===== config.mk =====
export PLATFORM = sky130hd
export DESIGN_NAME = nibble_serial_adder
export DESIGN_NICKNAME = d
export VERILOG_FILES = /design/src/rtl/nibble_serial_adder.sv
export SDC_FILE = /design/constraint.sdc
export NUM_CORES = 1
export LEC_CHECK = 0
export BUFFER_PORTS_ARGS = -buffer_cell sky130_fd_sc_hd__clkbuf_2
export CAP_MARGIN = 10
export CORE_MARGIN = 2
export CORE_UTILIZATION = 50
export DETAILED_ROUTE_END_ITERATION = 12
export PLACE_DENSITY = 0.74
export SLEW_MARGIN = 10
export SYNTH_ARGS = -nofsm -noshare
export SYNTH_HDL_FRONTEND = slang
export SYNTH_SLANG_ARGS = --single-unit

===== constraint.sdc =====
create_clock -name clk -period 5.71 [get_ports clk]
set_clock_uncertainty 0.1 [all_clocks]
set_input_delay 1.142 -clock clk [delete_from_list [all_inputs] [get_ports clk]]
set_output_delay 1.142 -clock clk [all_outputs]
set_load 0.1 [all_outputs]

===== src/rtl/nibble_serial_adder.sv =====
// -----------------------------------------------------------------------------
// nibble_serial_adder
//
// Sequential wide adder. It adds two 4*NIBBLES-bit operands one nibble per
// clock through a single 4-bit ripple-carry adder. Operand nibbles are taken
// from the bottom of two right-shifting operand registers. The carry between
// nibbles is kept in a register. Sum nibbles are shifted into the top of an
// accumulator. This makes latency proportional to width, while the adder
// hardware stays 4 bits wide whatever NIBBLES is.
//
// Ports (nibble_serial_adder):
//   clk      in   1  rising-edge clock
//   rst      in   1  synchronous, active-high reset (highest priority)
//   start    in   1  request; accepted only on an edge where ready = 1
//   ready    out  1  idle and able to accept start
//   a_in     in   W  operand A, sampled on the accepting edge (W = 4*NIBBLES)
//   b_in     in   W  operand B, sampled on the accepting edge
//   cin      in   1  initial carry-in, sampled on the accepting edge
//   busy     out  1  addition in progress
//   sum_out  out  W  registered sum of the last completed addition
//   cout     out  1  registered carry-out of the last completed addition
//   done     out  1  one-cycle pulse marking a new sum_out/cout
//
// Ports (ripple_carry_adder_4bit):
//   A, B     in   4  addend nibbles
//   Cin      in   1  carry-in
//   Sum      out  4  sum nibble
//   Cout     out  1  carry-out
// -----------------------------------------------------------------------------

module ripple_carry_adder_4bit (
  input  logic [3:0] A,
  input  logic [3:0] B,
  input  logic       Cin,
  output logic [3:0] Sum,
  output logic       Cout
);

  logic [4:0] carry;

  // The carry chain is built in one process. Each stage reads the carry
  // written by the previous iteration, so the loop order forms the ripple.
  always_comb begin
    carry[0] = Cin;
    Sum      = '0;
    for (int i = 0; i < 4; i++) begin
      Sum[i]       = A[i] ^ B[i] ^ carry[i];
      carry[i + 1] = (A[i] & B[i]) | (carry[i] & (A[i] ^ B[i]));
    end
  end

  assign Cout = carry[4];

endmodule


module nibble_serial_adder #(
  parameter int NIBBLES = 4
) (
  input  logic                   clk,
  input  logic                   rst,
  input  logic                   start,
  output logic                   ready,
  input  logic [4*NIBBLES-1:0]   a_in,
  input  logic [4*NIBBLES-1:0]   b_in,
  input  logic                   cin,
  output logic                   busy,
  output logic [4*NIBBLES-1:0]   sum_out,
  output logic                   cout,
  output logic                   done
);

  localparam int W     = 4 * NIBBLES;
  localparam int CNT_W = (NIBBLES > 1) ? $clog2(NIBBLES) : 1;

  localparam logic [CNT_W-1:0] LAST_CNT = CNT_W'(NIBBLES - 1);

  typedef enum logic [1:0] {
    S_IDLE = 2'd0,
    S_RUN  = 2'd1,
    S_DONE = 2'd2
  } state_t;

  // ---------------------------------------------------------------------------
  // State
  // ---------------------------------------------------------------------------
  state_t           state_q,   state_d;
  logic [W-1:0]     a_q,       a_d;
  logic [W-1:0]     b_q,       b_d;
  logic [W-1:0]     acc_q,     acc_d;
  logic             carry_q,   carry_d;
  logic [CNT_W-1:0] cnt_q,     cnt_d;
  logic [W-1:0]     sum_out_q, sum_out_d;
  logic             cout_q,    cout_d;

  // ---------------------------------------------------------------------------
  // Datapath: the single 4-bit adder works on the lowest operand nibbles.
  // ---------------------------------------------------------------------------
  logic [3:0]   rca_sum;
  logic         rca_cout;
  logic [W-1:0] acc_shift;

  ripple_carry_adder_4bit u_rca (
    .A    (a_q[3:0]),
    .B    (b_q[3:0]),
    .Cin  (carry_q),
    .Sum  (rca_sum),
    .Cout (rca_cout)
  );

  // New sum nibbles enter at the top. After NIBBLES shifts the first nibble
  // computed, which is the least significant, has reached bit 0.
  if (NIBBLES == 1) begin : g_acc_single
    assign acc_shift = rca_sum;
  end else begin : g_acc_multi
    assign acc_shift = {rca_sum, acc_q[W-1:4]};
  end

  // The bottom accumulator nibble is always shifted out before it could be
  // read, because the completion value is taken from acc_shift.
  logic unused_acc_low;
  assign unused_acc_low = ^acc_q[3:0];

  // ---------------------------------------------------------------------------
  // Next-state and datapath control
  // ---------------------------------------------------------------------------
  always_comb begin
    // NOTE: every signal gets its hold value first. Without this, a branch
    // that skips an assignment would infer a latch.
    state_d   = state_q;
    a_d       = a_q;
    b_d       = b_q;
    acc_d     = acc_q;
    carry_d   = carry_q;
    cnt_d     = cnt_q;
    sum_out_d = sum_out_q;
    cout_d    = cout_q;

    unique case (state_q)
      S_IDLE: begin
        if (start) begin
          a_d     = a_in;
          b_d     = b_in;
          carry_d = cin;
          cnt_d   = '0;
          state_d = S_RUN;
        end
      end

      S_RUN: begin
        acc_d   = acc_shift;
        a_d     = a_q >> 4;
        b_d     = b_q >> 4;
        carry_d = rca_cout;
        cnt_d   = cnt_q + 1'b1;
        // The last nibble is being added on this edge. Publish the assembled
        // word directly, because acc_q only catches up one edge later.
        if (cnt_q == LAST_CNT) begin
          sum_out_d = acc_shift;
          cout_d    = rca_cout;
          state_d   = S_DONE;
        end
      end

      S_DONE: begin
        state_d = S_IDLE;
      end

      default: begin
        state_d = S_IDLE;
      end
    endcase
  end

  // ---------------------------------------------------------------------------
  // Registers: synchronous reset clears all of them and aborts any operation.
  // ---------------------------------------------------------------------------
  always_ff @(posedge clk) begin
    // NOTE: sequential state uses non-blocking assignments only. All flops
    // then sample values from before the edge, whatever the statement order.
    if (rst) begin
      state_q   <= S_IDLE;
      a_q       <= '0;
      b_q       <= '0;
      acc_q     <= '0;
      carry_q   <= 1'b0;
      cnt_q     <= '0;
      sum_out_q <= '0;
      cout_q    <= 1'b0;
    end else begin
      state_q   <= state_d;
      a_q       <= a_d;
      b_q       <= b_d;
      acc_q     <= acc_d;
      carry_q   <= carry_d;
      cnt_q     <= cnt_d;
      sum_out_q <= sum_out_d;
      cout_q    <= cout_d;
    end
  end

  // ---------------------------------------------------------------------------
  // Outputs: decoded from registered state only, with no path from start.
  // ---------------------------------------------------------------------------
  assign ready   = (state_q == S_IDLE);
  assign busy    = (state_q == S_RUN);
  assign done    = (state_q == S_DONE);
  assign sum_out = sum_out_q;
  assign cout    = cout_q;

endmodule


Word-level counts from Yosys, hierarchy flattened
Cells that the tools add are included.
{"block": "classes", "n_addsub": 1, "mul": 0, "div": 0, "order_cmp": 0, "n_eq_ne": 5, "n_shift": 0, "muxes": 11, "bitwise_logic": 20, "reduce_logical": 5}
{"operator": "$pmux W16 S2", "count": 2}
{"operator": "$mux W16", "count": 2}
{"operator": "$and A1 B1 Y1", "count": 8}
{"operator": "$pmux W2 S2", "count": 2}
{"operator": "$xor A1 B1 Y1", "count": 8}
{"operator": "$mux W2", "count": 3}
{"operator": "$reduce_and A2 Y1", "count": 3}
{"operator": "$eq A2 B2 Y1 const B", "count": 2}
{"operator": "$or A1 B1 Y1", "count": 4}
{"operator": "$add A2 B1 Y2 const B", "count": 1}
{"operator": "$eq A2 B1 Y1 const B", "count": 1}
{"operator": "$logic_not A2 Y1", "count": 1}
{"operator": "$ne A2 B1 Y1 const B", "count": 1}
{"operator": "$ne A2 B2 Y1 const B", "count": 1}
{"operator": "$pmux W1 S2", "count": 1}
{"operator": "$reduce_bool A2 Y1", "count": 1}
{"operator": "$mux W1", "count": 1}
{"block": "word_totals", "ff_bits": 70, "latch_bits": 0, "ramBits": 0, "romBits": 0, "inputBits": 36, "output_inout_bits": 20, "word_cells": 50, "memories": 0}

Logic depth before layout (Yosys ltp)
{"block": "logic_depth", "ltp_word": 10, "mapped_depth": 9, "mapped_depth_nobuf": 9}

Modules after synthesis
A second synthesis with hierarchy kept.
{"block": "hier_totals", "hier_cells": 324, "area_unflattened_um2": 2707.6}
{"module": "nibble_serial_adder", "instances": 1, "cells_each": 310, "area_per_inst_um2": 2590.0, "seq_area_each_um2": 1321.3}
{"module": "ripple_carry_adder_4bit", "instances": 1, "cells_each": 14, "area_per_inst_um2": 117.6, "seq_area_each_um2": 0.0}

Least setup slack after synthesis
No wires, ideal clock.
{"block": "synth_path", "path_kind": "register -> output", "startpoint": "register state_q[1]", "endpoint": "output port done", "arrival_ns": 1.809, "t_required_ns": 4.468, "setup_slack_ns": 2.659, "path_stages_with_launch": 3, "cell_sequence": "dfxtp_1 > buf_6 > nor2b_1"}
{"block": "synth_between", "elab_chain_len": 1}
{"item": "start, declared", "line_no": "87", "text": "state_t state_q, state_d;"}
{"item": "start signal, assigned", "line_no": "191", "text": "state_q <= state_d;"}
{"item": "$eq A2 B2 Y1", "line_no": "207", "text": "assign done = (state_q == S_DONE);"}
{"item": "end, declared", "line_no": "70", "text": "output logic done"}
Every way passes these cells.

Final worst setup path
{"block": "layout_path", "startpoint": "register state_q[0]", "endpoint": "output port busy"}
{"block": "layout_between", "elab_chain_len": 1}
{"item": "$eq A2 B1 Y1", "line_no": "206", "text": "assign busy = (state_q == S_RUN);"}
{"item": "end, declared", "line_no": "67", "text": "output logic busy,"}
Every way passes these cells.

==> flow_summary.toml <==
[status]
run_status = "finished clean"

[pwr]
leakage_nw = 1.273
vdd_drop_max_mv = 0.1769
power.density_cell_area_nw_per_um2 = 323.3

[clock_tree]
root_buffer = "clkbuf_8"
cts-htree-levels = 3
cts_inserted_buffers = 9
clock-sinks = 66
tritoncts = "built"
cts_hold_repair.buffers = 0
clk_pin_slew_worst_paths_ns = 0.07
cts.repair.resized = 0
ctsLongestPathBuffers = 2
worstSkewPairLatency_ns = 0.34
post-cts-setup-buffer-count = 0

[worst_setup_path]
critPathCaptureType = "output pin"
worst_ep_arrival_time_ns = 2.05
worstPathMaxFanout = 42
path_class = "flip-flop to output pin"
critPathRequiredTime_ns = 4.47
timing.critical_path.cells = "nand2b_4 -> inv_4 -> clkbuf_2"
cpMaxStageDelayCell = "dfxtp_1"
max_stage_delay_ns = 0.64
cp-start-kind = "flip-flop"

[routing]
residual_drc_count = 0
detailedRoute.firstPassIterationCount = 4
initialDrtViolationCount = 98
dr_total_vias = 2081
postRouteAntennaNets = 0
avgRoutedWirePerCell_microns = 12.67
avgViaCountPerCell = 5.076
drt_wl_total_microns = 5195

[logic_synthesis]
synth_enable_flop_cells = 0
ys_top_cells_by_count = "66 x dfxtp_1, 49 x a21oi_1, 48 x nand2_1"
synth.top_cells.by_area = "dfxtp_1 49%, a21oi_1 9.2%, o221a_2 8.4%, nand2_1 6.7%, inv_1 4.5%"
ys_ff_latch = 66
postSynthAreaPerCell_sq_um = 9.224
synth_seq_area_share_pct = 49.39
synthDominantCellAreaShare_pct = 49.39
syn-instance-count = 290
synth.yosys.warnings = 0
synthesis.area_sq_um = 2675
mappedNetlistNets = 331
ys.flop_type = "dfxtp_1"
async_reset_ff_share_pct = 0
yosys.area.top_type = "dfxtp_1"
post-synth-top-count-cell = "dfxtp_1"
post_synth_num_cell_types = 28

[placement]
pre_cts_slack_ns = 2.783
hpwl_after_detailed_placement_microns = 3452
port_buffers = 55
place.gp.congestion = 0.8400

[floorplanning]
io_pins = 56
coreArea_sq_um = 5140
die-width_microns = 77.15
initial_core_utilization_pct = 52.04
die-height_microns = 77.15
die-area_sq_um = 5951
placementRows = 26

[global_routing]
grt_pass1_wl_microns = 8466
pin_count_of_the_biggest_net_entering_global_routing = 67
globalRouteOverflowTotal = 0
first_global_vias = 1907
grt_use_total_pct = 18.03
grt_antenna_before_repair = 0

[sta]
setup_tns_ns = 0
setup_repair_after_global_routing_missed_its_margin = "false"
clock.fmax_ghz = 0.3038
tightest_slew_ns = 0.6615
maxSlewHeadroom_pct = 55.90
setup_viol_count_final = 0
final_min_period_over_clock_period_pct = 57.64
hold_violations = 0
finalWorstPathRequiredPeriod_ns = 3.291
layout_setup_ws_ns = 2.419
maxSlewViolCount = 0

[cells_and_area]
area_growth_pct = 16.37
design.final.nets = 377
final_layout_size_suffix_gt1_share_pct = 28.82
antenna_cells = 0

[job]
max_cap_violations = 0

[min_path]
holdCritPathClass = "flip-flop to flip-flop"
==> sequential cells by signal, indices dropped and copies added (netlist names) <==
| name | cells |
|---|---|
| acc_q | 12 |
| cnt_q | 2 |
| cout | 1 |
| b_q | 16 |
| state_q | 2 |
| carry_q | 1 |
| a_q | 16 |
| sum_out | 16 |
==> report_power, final <==
group	total, mW	leakage, nW	internal, mW	switching [mW]
logic	0.106	0.627	0.0446	0.0611
clock network	0.400	0.106	0.235	0.165
registers	0.501	0.541	0.485	0.0163
total	1.01	1.27	0.764	0.242
==> metrics by stage <==
| stage | hold WS, ns | std cells | area [sq um] | utilization [%] | total power, mW |
|---|---|---|---|---|---|
| 2_1_floorplan | 0.3322 | 290 | 2675 | - | 0.5908 |
| 3_3_place_gp | 0.3431 | 395 | 2909 | 56.60 | 0.6157 |
| 3_5_place_dp | 0.3460 | 395 | 2909 | 56.60 | 0.6176 |
| 4_1_cts | 0.3553 | 410 | 3113 | 60.56 | 1.013 |
| 5_1_grt | 0.3697 | 410 | 3113 | 60.56 | 1.047 |
| 6_report | 0.3522 | 410 | 3113 | 60.56 | 1.006 |
==> area by class of cell <==
| type | count | area (sq um) |
|---|---|---|
| clock inverter | 2 | 35.03 |
| clock buffer | 13 | 168.9 |
| timing repair buffer | 56 | 282.8 |
| multi-input combinational | 170 | 1091 |
| sequential | 66 | 1321 |
| tap | 70 | 87.58 |
| fill | 497 | 2027 |
| inverter | 33 | 126.4 |
==> routing by layer <==
metal / wire (microns) / track usage, % / share of wire, %
met5: 0 / 0 / 0
met3: 230 / 3.882 / 4.4
met2: 2440 / 28.26 / 47
met1: 2403 / 22.78 / 46
met4: 121 / 10.71 / 2.3
==> path summary, 6_finish.rpt <==
path,startpoint,to,slack (ns),depth (start not counted)
setup / recovery,state_q[0]$_SDFFE_PP0P_,busy,2.42,3
hold / removal,sum_out[0]$_SDFFE_PP0P_,sum_out[0]$_SDFFE_PP0P_,0.35,2
setup reg to reg,a_q[0]$_SDFFE_PP0P_,acc_q[15]$_SDFFE_PP0P_,3.41,8
hold reg to reg,sum_out[0]$_SDFFE_PP0P_,sum_out[0]$_SDFFE_PP0P_,0.35,2
==> kinds of logic (layout without fill, tap and decap cells) <==
logic type / after synthesis / count (layout) / share of synthesized area (%)
buffers and inverters: 54 / 104 / 9.822
DFF: 66 / 66 / 49.39
adders and majority gates: 5 / 5 / 3.461
and+or+nand+nor: 74 / 74 / 12.54
muxes: 2 / 2 / 0.7484
AOI/OAI and AO/OA: 89 / 89 / 24.04
==> worst max-delay path: cells and delay by family, from the launching register on <==
| kind | cells | cell delay [ns] |
|---|---|---|
| buffers and inverters | 2 | 0.89 |
| flip-flops | 1 | 0.64 |
| AND/OR/NAND/NOR | 1 | 0.18 |
==> cell usage in the layout, fill, tap and decap left out, types with 2 or more instances in the layout <==
cell type	Yosys	layout
a211oi_1	5	5
a21oi_1	49	49
a22oi_1	9	9
clkbuf_2	0	55
clkbuf_8	0	12
dfxtp_1	66	66
fa_1	4	4
inv_1	32	32
mux2i_1	2	2
nand2_1	48	48
nor2_1	16	16
nor2_4	2	2
o221a_1	5	5
o221a_2	20	20
No activity file was read; power rests on OpenSTA's default activity.
